## src/rtl/calc_sequencer.sv

```systemverilog
// calc_sequencer: keypad-driven operand/operator sequencing and
// start/done handshake with the arithmetic unit; all outputs registered.
module calc_sequencer #(
    parameter int MAX_DIGITS = 3,
    parameter int TIMEOUT    = 255
) (
    input  logic       clk,
    input  logic       reset,
    input  logic       key_valid,
    input  logic [3:0] key_value,
    input  logic       alu_done,
    input  logic       alu_ovf,
    output logic       digit_push,
    output logic [3:0] digit,
    output logic       entry_clear,
    output logic       sign_toggle,
    output logic       latch_a,
    output logic       latch_b,
    output logic       latch_result_a,
    output logic [1:0] op,
    output logic       alu_start,
    output logic       result_valid,
    output logic       error,
    output logic [2:0] state
);

    typedef enum logic [2:0] {
        S_A    = 3'd0,
        S_B    = 3'd1,
        S_RUN  = 3'd2,
        S_WAIT = 3'd3,
        S_RES  = 3'd4,
        S_ERR  = 3'd5
    } state_t;

    state_t      state_q;
    logic        key_prev_q;
    logic [2:0]  count_q;
    logic [15:0] tmo_q;
    logic [1:0]  op_q;
    logic [3:0]  digit_q;
    logic        push_q, clr_q, sgn_q, la_q, lb_q, lr_q;
    logic        start_q, rv_q, err_q;

    logic        key_ev, is_digit, is_op, is_eq, is_clr, is_sgn;
    logic        room;
    logic [1:0]  op_code;

    // Decode the rising edge of the key level into one key event.
    always_comb begin
        key_ev   = key_valid & ~key_prev_q;
        is_digit = key_ev && (key_value <= 4'd9);
        is_op    = key_ev && (key_value >= 4'hA) && (key_value <= 4'hC);
        is_clr   = key_ev && (key_value == 4'hD);
        is_eq    = key_ev && (key_value == 4'hE);
        is_sgn   = key_ev && (key_value == 4'hF);
        room     = (count_q < 3'(MAX_DIGITS));
        op_code  = key_value[1:0] + 2'b10;
    end

    // Sequencer FSM; pulses default low and fire for one cycle.
    always_ff @(posedge clk) begin
        if (reset) begin
            state_q    <= S_A;
            key_prev_q <= 1'b1;
            count_q    <= '0;
            tmo_q      <= '0;
            op_q       <= 2'b00;
            digit_q    <= '0;
            push_q     <= 1'b0;
            clr_q      <= 1'b0;
            sgn_q      <= 1'b0;
            la_q       <= 1'b0;
            lb_q       <= 1'b0;
            lr_q       <= 1'b0;
            start_q    <= 1'b0;
            rv_q       <= 1'b0;
            err_q      <= 1'b0;
        end else begin
            key_prev_q <= key_valid;
            push_q     <= 1'b0;
            clr_q      <= 1'b0;
            sgn_q      <= 1'b0;
            la_q       <= 1'b0;
            lb_q       <= 1'b0;
            lr_q       <= 1'b0;
            start_q    <= 1'b0;
            if (is_clr) begin
                clr_q   <= 1'b1;
                count_q <= '0;
                op_q    <= 2'b00;
                rv_q    <= 1'b0;
                err_q   <= 1'b0;
                state_q <= S_A;
            end else begin
                case (state_q)
                    S_A, S_B: begin
                        if (is_digit && room) begin
                            push_q  <= 1'b1;
                            digit_q <= key_value;
                            count_q <= count_q + 3'd1;
                        end else if (is_sgn) begin
                            sgn_q <= 1'b1;
                        end else if (is_op && state_q == S_A) begin
                            la_q    <= 1'b1;
                            clr_q   <= 1'b1;
                            op_q    <= op_code;
                            count_q <= '0;
                            state_q <= S_B;
                        end else if (is_op && count_q == '0) begin
                            op_q <= op_code;
                        end else if (is_eq && state_q == S_B) begin
                            if (count_q == '0) begin
                                err_q   <= 1'b1;
                                state_q <= S_ERR;
                            end else begin
                                lb_q    <= 1'b1;
                                state_q <= S_RUN;
                            end
                        end
                    end
                    S_RUN: begin
                        start_q <= 1'b1;
                        tmo_q   <= '0;
                        state_q <= S_WAIT;
                    end
                    S_WAIT: begin
                        // done coinciding with our own start pulse is too early
                        if (alu_done && !start_q) begin
                            if (alu_ovf) begin
                                err_q   <= 1'b1;
                                state_q <= S_ERR;
                            end else begin
                                rv_q    <= 1'b1;
                                state_q <= S_RES;
                            end
                        end else if (tmo_q == 16'(TIMEOUT)) begin
                            err_q   <= 1'b1;
                            state_q <= S_ERR;
                        end else begin
                            tmo_q <= tmo_q + 16'd1;
                        end
                    end
                    S_RES: begin
                        if (is_op) begin
                            lr_q    <= 1'b1;
                            clr_q   <= 1'b1;
                            op_q    <= op_code;
                            count_q <= '0;
                            rv_q    <= 1'b0;
                            state_q <= S_B;
                        end
                    end
                    S_ERR: ;
                    default: state_q <= S_A;
                endcase
            end
        end
    end

    assign digit_push     = push_q;
    assign digit          = digit_q;
    assign entry_clear    = clr_q;
    assign sign_toggle    = sgn_q;
    assign latch_a        = la_q;
    assign latch_b        = lb_q;
    assign latch_result_a = lr_q;
    assign op             = op_q;
    assign alu_start      = start_q;
    assign result_valid   = rv_q;
    assign error          = err_q;
    assign state          = state_q;

endmodule

```

## config.mk

```make
export PLATFORM = sky130hd
export DESIGN_NAME = calc_sequencer
export DESIGN_NICKNAME = d
export VERILOG_FILES = /design/src/rtl/calc_sequencer.sv
export SDC_FILE = /design/constraint.sdc
export NUM_CORES = 1
export LEC_CHECK = 0
export CAP_MARGIN = 20
export CELL_PAD_IN_SITES_DETAIL_PLACEMENT = 1
export CELL_PAD_IN_SITES_GLOBAL_PLACEMENT = 1
export CORE_MARGIN = 8
export CORE_UTILIZATION = 40
export DETAILED_ROUTE_END_ITERATION = 8
export GPL_ROUTABILITY_DRIVEN = 0
export GPL_TIMING_DRIVEN = 0
export PLACE_DENSITY = 0.75
export REMOVE_ABC_BUFFERS = 1
export SLEW_MARGIN = 20
export SYNTH_ARGS = -nofsm -noshare
export SYNTH_HDL_FRONTEND = slang
export SYNTH_SLANG_ARGS = --single-unit
```

## constraint.sdc

```tcl
create_clock -name clk -period 2.47 [get_ports clk]
set_clock_uncertainty 0.05 [all_clocks]
set_input_delay 0.494 -clock clk [delete_from_list [all_inputs] [get_ports clk]]
set_output_delay 0.494 -clock clk [all_outputs]
set_load 0.02 [all_outputs]
```

After elaboration in Yosys (flattened, before gate mapping)
Cells that the tools add are included.
Word-level totals
  logic and storage cells: 136
  bits of input ports: 9
  register bits: 38
Operators by class
  bitwise operators: 7
  reduce and logical (&&, ||, !) cells: 31
  $lt $le $gt $ge: 4
  $add $sub $neg: 3
  muxes and demuxes: 49
  equality and inequality tests: 27
Operator list (number)
  $mux 3: 13
  $mux 16: 2
  $pmux 16 s2: 1
  $mux 1: 22
  $ne 2x2->1 const B: 11
  $ne 3x3->1 const B: 7
  $add 16x1->16 const B: 1
  $eq 16x8->1 const B: 1
  $pmux 3 s5: 1
  $eq 4x4->1 const B: 3
  $reduce_and 4->1: 3
  $logic_and 1x1->1: 11
  $mux 2: 5
  $reduce_and 9->1: 1
  $le 4x4->1 const B: 2
  $reduce_bool 2->1: 4
  $reduce_or 8->1: 1
  $reduce_and 7->1: 1
  $eq 3x2->1 const B: 2
  $eq 3x3->1 const B: 2
  $logic_not 3->1: 2
  $not 1->1: 6
  $pmux 1 s2: 3
  $pmux 3 s2: 1
  13 further kinds: 15

Depth between registers and ports, before layout
Gate-level depths: netlist of the first run.
  depth in word-level cells: 10
  gate-level depth with buffers: 7

Least setup slack after synthesis of the first run
Ideal clock, no wire load.
  kind: flip-flop to flip-flop
  from: register state_q[0], in the netlist state[0]
  to: register state_q[2], in the netlist state[2]
  cell stages (with the launch flop): 7
  setup time: 0.116 ns
  period minus slack after synthesis: 2.004 ns
  arrival: 1.838 ns
  path slack: 0.466 ns
  buffers on the path: 1
  required time: 2.304 ns
  cells stage by stage: dfxtp_1 buf_2 inv_1 or4_1 o221ai_1 nor3_1 a31o_2
On the way
  longest elaborated chain between the ends: 6
RTL lines
  start, declared: line 36  | state_t state_q;
  start signal, assigned: line 64  | state_q <= S_A;
  start signal, assigned: line 94  | state_q <= S_A;
  start signal, assigned: line 109  | state_q <= S_B;
  $logic_not 3->1: line 96, 104
  $logic_and 1x1->1: line 104  | end else if (is_op && state_q == S_A) begin
  $mux 3: line 104
  $mux 3: line 102  | end else if (is_sgn) begin
  $mux 3: line 98  | if (is_digit && room) begin
  $pmux 3 s5: line 96  | case (state_q)
Parallel ways exist; a longest one is shown, timed or not. The select of a mux whose other input is x is not followed.
A chain may end at the register's enable or synchronous reset.

Worst setup path after layout of the first run
  from: input key_value[1]
  to: register tmo_q[3]
On the way
  longest elaborated chain between the ends: 4
RTL lines
  start, declared: line 10  | input logic [3:0] key_value,
  $eq 4x4->1: line 54  | is_clr = key_ev && (key_value == 4'hD);
  $logic_and 1x1->1: line 54
  $not 1->1 (no line)
  $reduce_and 4->1 (no line)
  end signal, assigned: line 141  | tmo_q <= tmo_q + 16'd1;
  end, declared: line 39  | logic [15:0] tmo_q;
No other way between the ends.

==> results of run 1 <==
==> repair_timing <==
action | in CTS | in global routing
cloned | 0 | 0
hold endpoints to repair | 0 | 0
resized for setup | 2 | 1
setup endpoints to repair | 5 | 7
==> per-layer routing <==
layer	GRT usage, %	up-vias	wire length (µm)
met3	4.05	4	238
met1	19.2	842	2620
met4	4.85	0	37
met2	22.7	32	2200
li1	-	879	-
met5	0	-	0
==> synthesized netlist by cell type (4+ instances only) <==
library cell  instances  area, µm²
o211ai_1              4       30.0
or3_1                 5       31.3
nand2_1              28        105
dfxtp_1              38        761
nor3_1                9       45.0
nor2_1               19       71.3
clkbuf_1              5       18.8
inv_1                 9       33.8
nand3_1               6       30.0
or4_1                 4       30.0
xnor2_1               7       61.3
a21oi_1              18       90.1
o21ai_0               9       45.0
nand4_1               8       50.1
==> report_power, final <==
part,internal [mW],switching [mW]
logic,0.0343,0.0497
registers,0.618,0.00551
clock network,0.225,0.235
total,0.876,0.290
==> cell type report <==
cell class | count | area share [%]
sequential | 38 | 33.0
inverter | 9 | 1.46
timing repair buffer | 26 | 11.3
clock inverter | 2 | 0.542
tap | 54 | 2.93
multi-input combinational | 172 | 47.2
clock buffer | 6 | 3.58
==> cell families (layout without fill, tap and decap cells) <==
| group | after synthesis | after routing |
|---|---|---|
| DFF | 38 | 38 |
| and+or+nand+nor | 103 | 103 |
| xor gates and xnor gates | 7 | 7 |
| buffers and inverters | 17 | 43 |
| muxes | 3 | 3 |
| AOI/OAI and AO/OA | 56 | 56 |
| adders and majority gates | 3 | 3 |
==> worst max-delay path: stages <==
cell and delay (ns):
clkdlybuf4s50_1 0.56, nand3b_2 0.37, o21a_1 0.28, a21o_2 0.34, or4_1 0.52, nand2_1 0.08
==> state kept, by name (all words and copies together), names as in the netlist <==
register and count:
alu_start 1, count_q 3, digit 4, digit_push 1, entry_clear 1, error 1
key_prev_q 1, latch_a 1, latch_b 1, latch_result_a 1, op 2, result_valid 1
sign_toggle 1, state 3, tmo_q 16
==> worst max-delay path by stage <==
stage,slack [ns],endpoint,cells past startpoint
2_1_floorplan,0.25,state[2],5
6_report,0.005,tmo_q[3],6
3_3_place_gp,-0.34,tmo_q[3],6
5_1_grt,-0.09,tmo_q[7],6
4_1_cts,0.007,tmo_q[7],6
3_5_place_dp,-0.36,tmo_q[3],6
==> metrics.md, run 1 <==
| Metric | Value |
|---|---|
| Num Clock Sinks | `38` |
| Post-Syn Area | `1910 µm²` |
| Tcrit/Tclk final | `between 90% and 100%` |
| Final hold slack | `between 0.4 and 0.5 ns` |
| Hold path cells | `2` |
| Initial antenna violation count | `0` |
| GRT Overall Usage | `around 15%` |
| Most frequent cells in the layout | `dfxtp_1, nand2_1, clkdlybuf4s50_1, nor2_1, a21oi_1` |
| R2r setup slk | `0.31 ns` |
| Longest Clk Path Bufs | `2` |
| Rows | `25` |
| Most common cell after layout, fill and taps aside | `dfxtp_1` |
| Port Buffers | `26` |
| Async SR Flop Fraction | `0%` |
| Final instance area | `2310 µm²` |
| Crit path max fanout | `13` |
| FF-to-FF path depth | `5` |
| Mapped Cells | `around 230` |
| Sequential area share after synthesis | `between 30% and 40%` |
| Antenna-violating nets left | `0` |
| Slew HR | `59.5%` |
| DRC | `0` |
| FF+latch area | `approximately 760 µm²` |
| Hold EP | `digit[1]` |
| Worst setup EP type | `flop` |
| Routed len/inst | `16.6 µm` |
| Finished Layout Cells | `approximately 310` |
| Setup CP Type | `input pin to flop` |
| Final HPWL DP | `3.77 mm` |
| Placed Instances | `about 300` |
| Post-synthesis mux area share | `under 10%` |
| Htree depth | `2` |
| Vias in the first global route | `about 1800` |
| P_leak | `approximately 0.76 nW` |
| Max-cap violation count | `0` |
| Largest family of logic cells by synthesized area | `simple AND/OR/NAND/NOR gates` |
| PnR worst setup slack | `between 0.005 and 0.006 ns` |
| RR Endpoint | `state[2]` |
| Hold-fix buffers, CTS | `0` |
| Power Total | `between 1 and 1.5 mW` |
| Post-synth EDFFs | `0` |
| Status | `completed` |
| Starting DRT DRC Count | `72` |
| Maximum VDD drop | `between 0.3 and 0.4 mV` |
| Via count | `between 1500 and 2000` |
| Area of the core | `roughly 4700 µm²` |
| Pins Over Slew Limit | `0` |
| Initial Util | `between 40% and 50%` |
| Worst slew pin tran | `just under 0.6 ns` |
| Worst path required time | `2.66 ns` |
| Worst EP arrival | `~2.7 ns` |
| Root Driver | `clkbuf_8` |
| Post-synthesis xor/xnor area fraction | `under 10%` |
| DP Area | `between 2000 and 2500 µm²` |
| Crit. Startpoint | `key_value[1]` |
| Die Area | `roughly 7200 µm²` |
| Area share of fa/ha/maj cells after synthesis | `1.97%` |
| DR vias/cell | `5.72` |
| Yosys reg bits | `38` |
| DRT Pass-1 Iters | `4` |
| Post-CTS Setup Bufs | `0` |
| Worst hold-check path type | `flop to flop` |
| CTS Buf Count | `5` |
| RSZ-0062 raised after global routing | `yes` |
| Synth warn | `0` |
| Setup TNS | `0 ns` |
| Area delta synth->final | `20.9%` |
| FMAX | `0.406 GHz` |
| WL final | `slightly above 5 mm` |
| First-pass GRT wire length | `8.67 mm` |
| Post-synth cell types | `45` |
| Multi-input gate area | `1090 µm²` |
| Average size of a mapped cell | `roughly 8.4 µm²` |
| HP Start | `digit[1]` |
| Compound-Gate Fraction of Synth Area | `a little over a fifth` |
| Fin util | `49.5%` |
| Simple-gate share of the synthesized area | `29.0%` |
| Hold Fails Final Rpt | `0` |
| Post-synth top flop | `dfxtp_1` |
| Setup-failing EPs final | `0` |
| Num ports | `27` |
| Die Y | `85.1 µm` |
| Power per Cell Area | `between 500 and 600 nW/µm²` |
| # diodes | `0` |
| DP Worst Slack | `-0.360 ns` |
| Worst-Skew Late Latency | `0.30 ns` |
| Final #Nets | `between 200 and 300` |
| Largest net degree at the start of global routing | `20` |
| CTS tree | `done` |
| Worst Setup Start Kind | `input pin` |
| Worst-path clk slew | `0.08 ns` |
| Layout cell share with drive strength beyond 1 | `approximately a tenth` |
| Die W | `85.1 µm` |
| Gr ovfl total | `0` |
| Worst r2r src | `state[0]` |
| Min Tclk post-route | `roughly 2.5 ns` |
| Filler cells | `579` |
Note: power is estimated with default switching activity, not from simulation.
==> inputs of run 2 (changes only) <==
- HOLD_SLACK_MARGIN: default -> 0.05
==> results of run 2 <==
The final DEF is identical to that of run 1; final timing and power are the same.
==> inputs of run 3 (changes only) <==
- ABC_AREA: default -> 1
- CORE_UTILIZATION: 40 -> 39
- PLACE_DENSITY: 0.75 -> 0.76
==> metrics.md, run 3 <==
| Metric | Value |
|---|---|
| Longest Clk Path Bufs | `2` |
| Hold-fix buffers, CTS | `0` |
| Num Clock Sinks | `38` |
| Worst path required time | `between 2 and 3 ns` |
| Synth top area share | `between 30% and 40%` |
| Final HPWL DP | `~4.4 mm` |
| Post-synthesis xor/xnor area fraction | `2.04%` |
| First-pass GRT wire length | `10.2 mm` |
| Max reg flops | `16` |
| Post-Syn Area | `approximately 2100 µm²` |
| Port Buffers | `26` |
| Synth warn | `0` |
| Starting DRT DRC Count | `roughly 90` |
| Hold path cells | `2` |
| Simple-gate share of the synthesized area | `39.9%` |
| Vias in the first global route | `between 2000 and 2500` |
| Most frequent cells in the layout | `nand2_1, nor2_1, inv_1, dfxtp_1, clkdlybuf4s50_1` |
| FMAX | `about 0.47 GHz` |
| WL final | `~5.8 mm` |
| Max-cap violation count | `0` |
| Post-CTS Setup Bufs | `0` |
| DRC | `0` |
| Status | `completed` |
| WP buf/inv | `1` |
| Hold EP | `error` |
| Async SR Flop Fraction | `0%` |
| Cts repair resizes | `0` |
| Worst path slowest cell | `dfxtp_1` |
| Pins Over Slew Limit | `0` |
| Area delta synth->final | `19.6%` |
| Sequential area share after synthesis | `35.5%` |
| CTS Buf Count | `5` |
| Compound-Gate Fraction of Synth Area | `11.3%` |
| Min Tclk post-route | `~2.1 ns` |
| Initial Util | `between 30% and 40%` |
| P_leak | `between 1 and 1.5 nW` |
| Most common cell after layout, fill and taps aside | `nand2_1` |
| Largest family of logic cells by synthesized area | `simple AND/OR/NAND/NOR gates` |
| Die Area | `8120 µm²` |
| HP Start | `error` |
| Top cells by area, synth | `dfxtp_1, nand2_1, nor2_1` |
| RR Endpoint | `tmo_q[8]` |
| Initial antenna violation count | `0` |
| Rows | `27` |
| R2r setup slk | `0.33 ns` |
| Worst r2r src | `tmo_q[0]` |
| FF-to-FF path depth | `12` |
| DP Worst Slack | `a little under 0.09 ns` |
| DP Area | `between 2000 and 2500 µm²` |
| Fin util | `around 47%` |
| Dominant cell type by area after synthesis | `dfxtp_1` |
| Post-synthesis mux area share | `0%` |
| Area of the core | `approximately 5400 µm²` |
| Power per Cell Area | `between 800 and 900 nW/µm²` |
| Worst hold-check path type | `flop to flop` |
| Crit path max fanout | `22` |
| Post-synth cell types | `29` |
| Mapped Cells | `approximately 320` |
| Area share of fa/ha/maj cells after synthesis | `~1.8%` |
| RSZ-0062 raised after global routing | `no` |
| Setup CP Type | `flop to flop` |
| Gr ovfl total | `0` |
| Die W | `90.1 µm` |
| Tcrit/Tclk final | `around 86%` |
| # diodes | `0` |
| Worst-Skew Late Latency | `0.30 ns` |
| Setup-failing EPs final | `0` |
| Filler cells | `roughly 730` |
| Worst EP arrival | `around 2.3 ns` |
| Die Y | `90.1 µm` |
| Yosys reg bits | `38` |
| Synth top cells by count | `nand2_1, nor2_1, inv_1` |
| Crit. Startpoint | `tmo_q[0]` |
| Final instance area | `between 2000 and 3000 µm²` |
| Routed len/inst | `approximately 14 µm` |
| Average size of a mapped cell | `between 6 and 7 µm²` |
| PnR worst setup slack | `0.334 ns` |
| Worst slew pin tran | `approximately 0.64 ns` |
| Num ports | `27` |
| Slew HR | `a little under three fifths` |
| Root Driver | `clkbuf_8` |
| Worst-path clk slew | `0.09 ns` |
| Most used cell, CP | `nand2_1` |
| Post-synth top flop | `dfxtp_1` |
| Dominant cell by count in the synthesized netlist | `nand2_1` |
| Post-synth EDFFs | `0` |
| Htree depth | `2` |
| Largest net degree at the start of global routing | `23` |
| Worst path max stage delay | `approximately 0.38 ns` |
| GRT Overall Usage | `around 15%` |
| Worst path cell trace | `ha_1 -> nand3_2 -> nor2_2 -> nand2_1 -> nand2_1 -> nand2_2 -> nand2_4 -> inv_2 -> nand2_1 -> nand2_1 -> nand2_1 -> nor2_1` |
| Worst setup EP type | `flop` |
| Worst Setup Start Kind | `flop` |
| Via count | `roughly 2100` |
| Setup TNS | `0 ns` |
| DR vias/cell | `around 5.0` |
| CP delay by family, top | `simple AND/OR/NAND/NOR gates` |
| Final #Nets | `362` |
| CTS tree | `done` |
| Antenna-violating nets left | `0` |
| Hold Fails Final Rpt | `0` |
| Stages on the worst setup path | `12` |
| Maximum VDD drop | `around 0.56 mV` |
| DRT Pass-1 Iters | `4` |
| Layout cell share with drive strength beyond 1 | `10.5%` |
| Biggest register | `tmo_q` |
-- run 3: cell count changes after synthesis, moves of 4 or more --
cell / previous run / this run
inv_1: 9 / 41
a21oi_1: 18 / 22
nor2_1: 19 / 51
xor2_1: 0 / 5
or3_1: 5 / 0
nand2_2: 0 / 4
xnor2_1: 7 / 0
or4_1: 4 / 0
nand2_1: 28 / 78
o21ai_2: 0 / 5
nor2_2: 0 / 8
nand3_1: 6 / 19
-- run 3: cell families (layout without fill, tap and decap cells) --
group / Yosys count / after routing
adders and majority gates: 3 / 3
and+or+nand+nor: 187 / 187
DFF: 38 / 38
buffers and inverters: 48 / 78
AOI/OAI and AO/OA: 40 / 40
xor gates and xnor gates: 5 / 5
-- run 3: tightest hold or removal path, stage by stage (launching register included) --
cell and delay, ns:
dfxtp_1 0.31, inv_1 0.05, a21oi_1 0.05
-- run 3: stage by stage --
step                hold slack, ns  cells  total power, mW
finish                       0.403    423             2.07
detailed placement           0.394    415             1.56
global placement             0.394    415             1.54
floorplan                    0.394    317             1.30
CTS                          0.407    423             2.10
global route                 0.431    423             2.23
-- run 3: final cells by class --
class	instances	area, µm²	area share [%]
multi-input cells	235	1180	46.0
flip-flops and latches	38	761	29.7
repair buffers	26	260	10.2
inverters	44	165	6.44
well taps	72	90.1	3.51
clock buffers	5	68.8	2.68
clock inverters	3	40.0	1.56
-- run 3: worst max-delay path by stage --
stage	endpoint
CTS	tmo_q[8]
floorplan	tmo_q[8]
finish	tmo_q[8]
global route	tmo_q[8]
global placement	op[1]
detailed placement	op[1]
-- run 3: layer usage --
metal | part of all wire [%] | wire [µm] | track usage, %
met1 | 50 | 2920 | 19.2
met2 | 43 | 2540 | 23.1
met3 | 5.4 | 318 | 4.90
met4 | 1.2 | 68 | 4.58
met5 | 0 | 0 | 0
-- run 3: power breakdown --
group	leakage, nW	internal, mW	total [mW]	switching (mW)
Combinational	0.693	0.270	0.797	0.527
Clock	0.0579	0.297	0.535	0.237
Sequential	0.308	0.679	0.741	0.0617
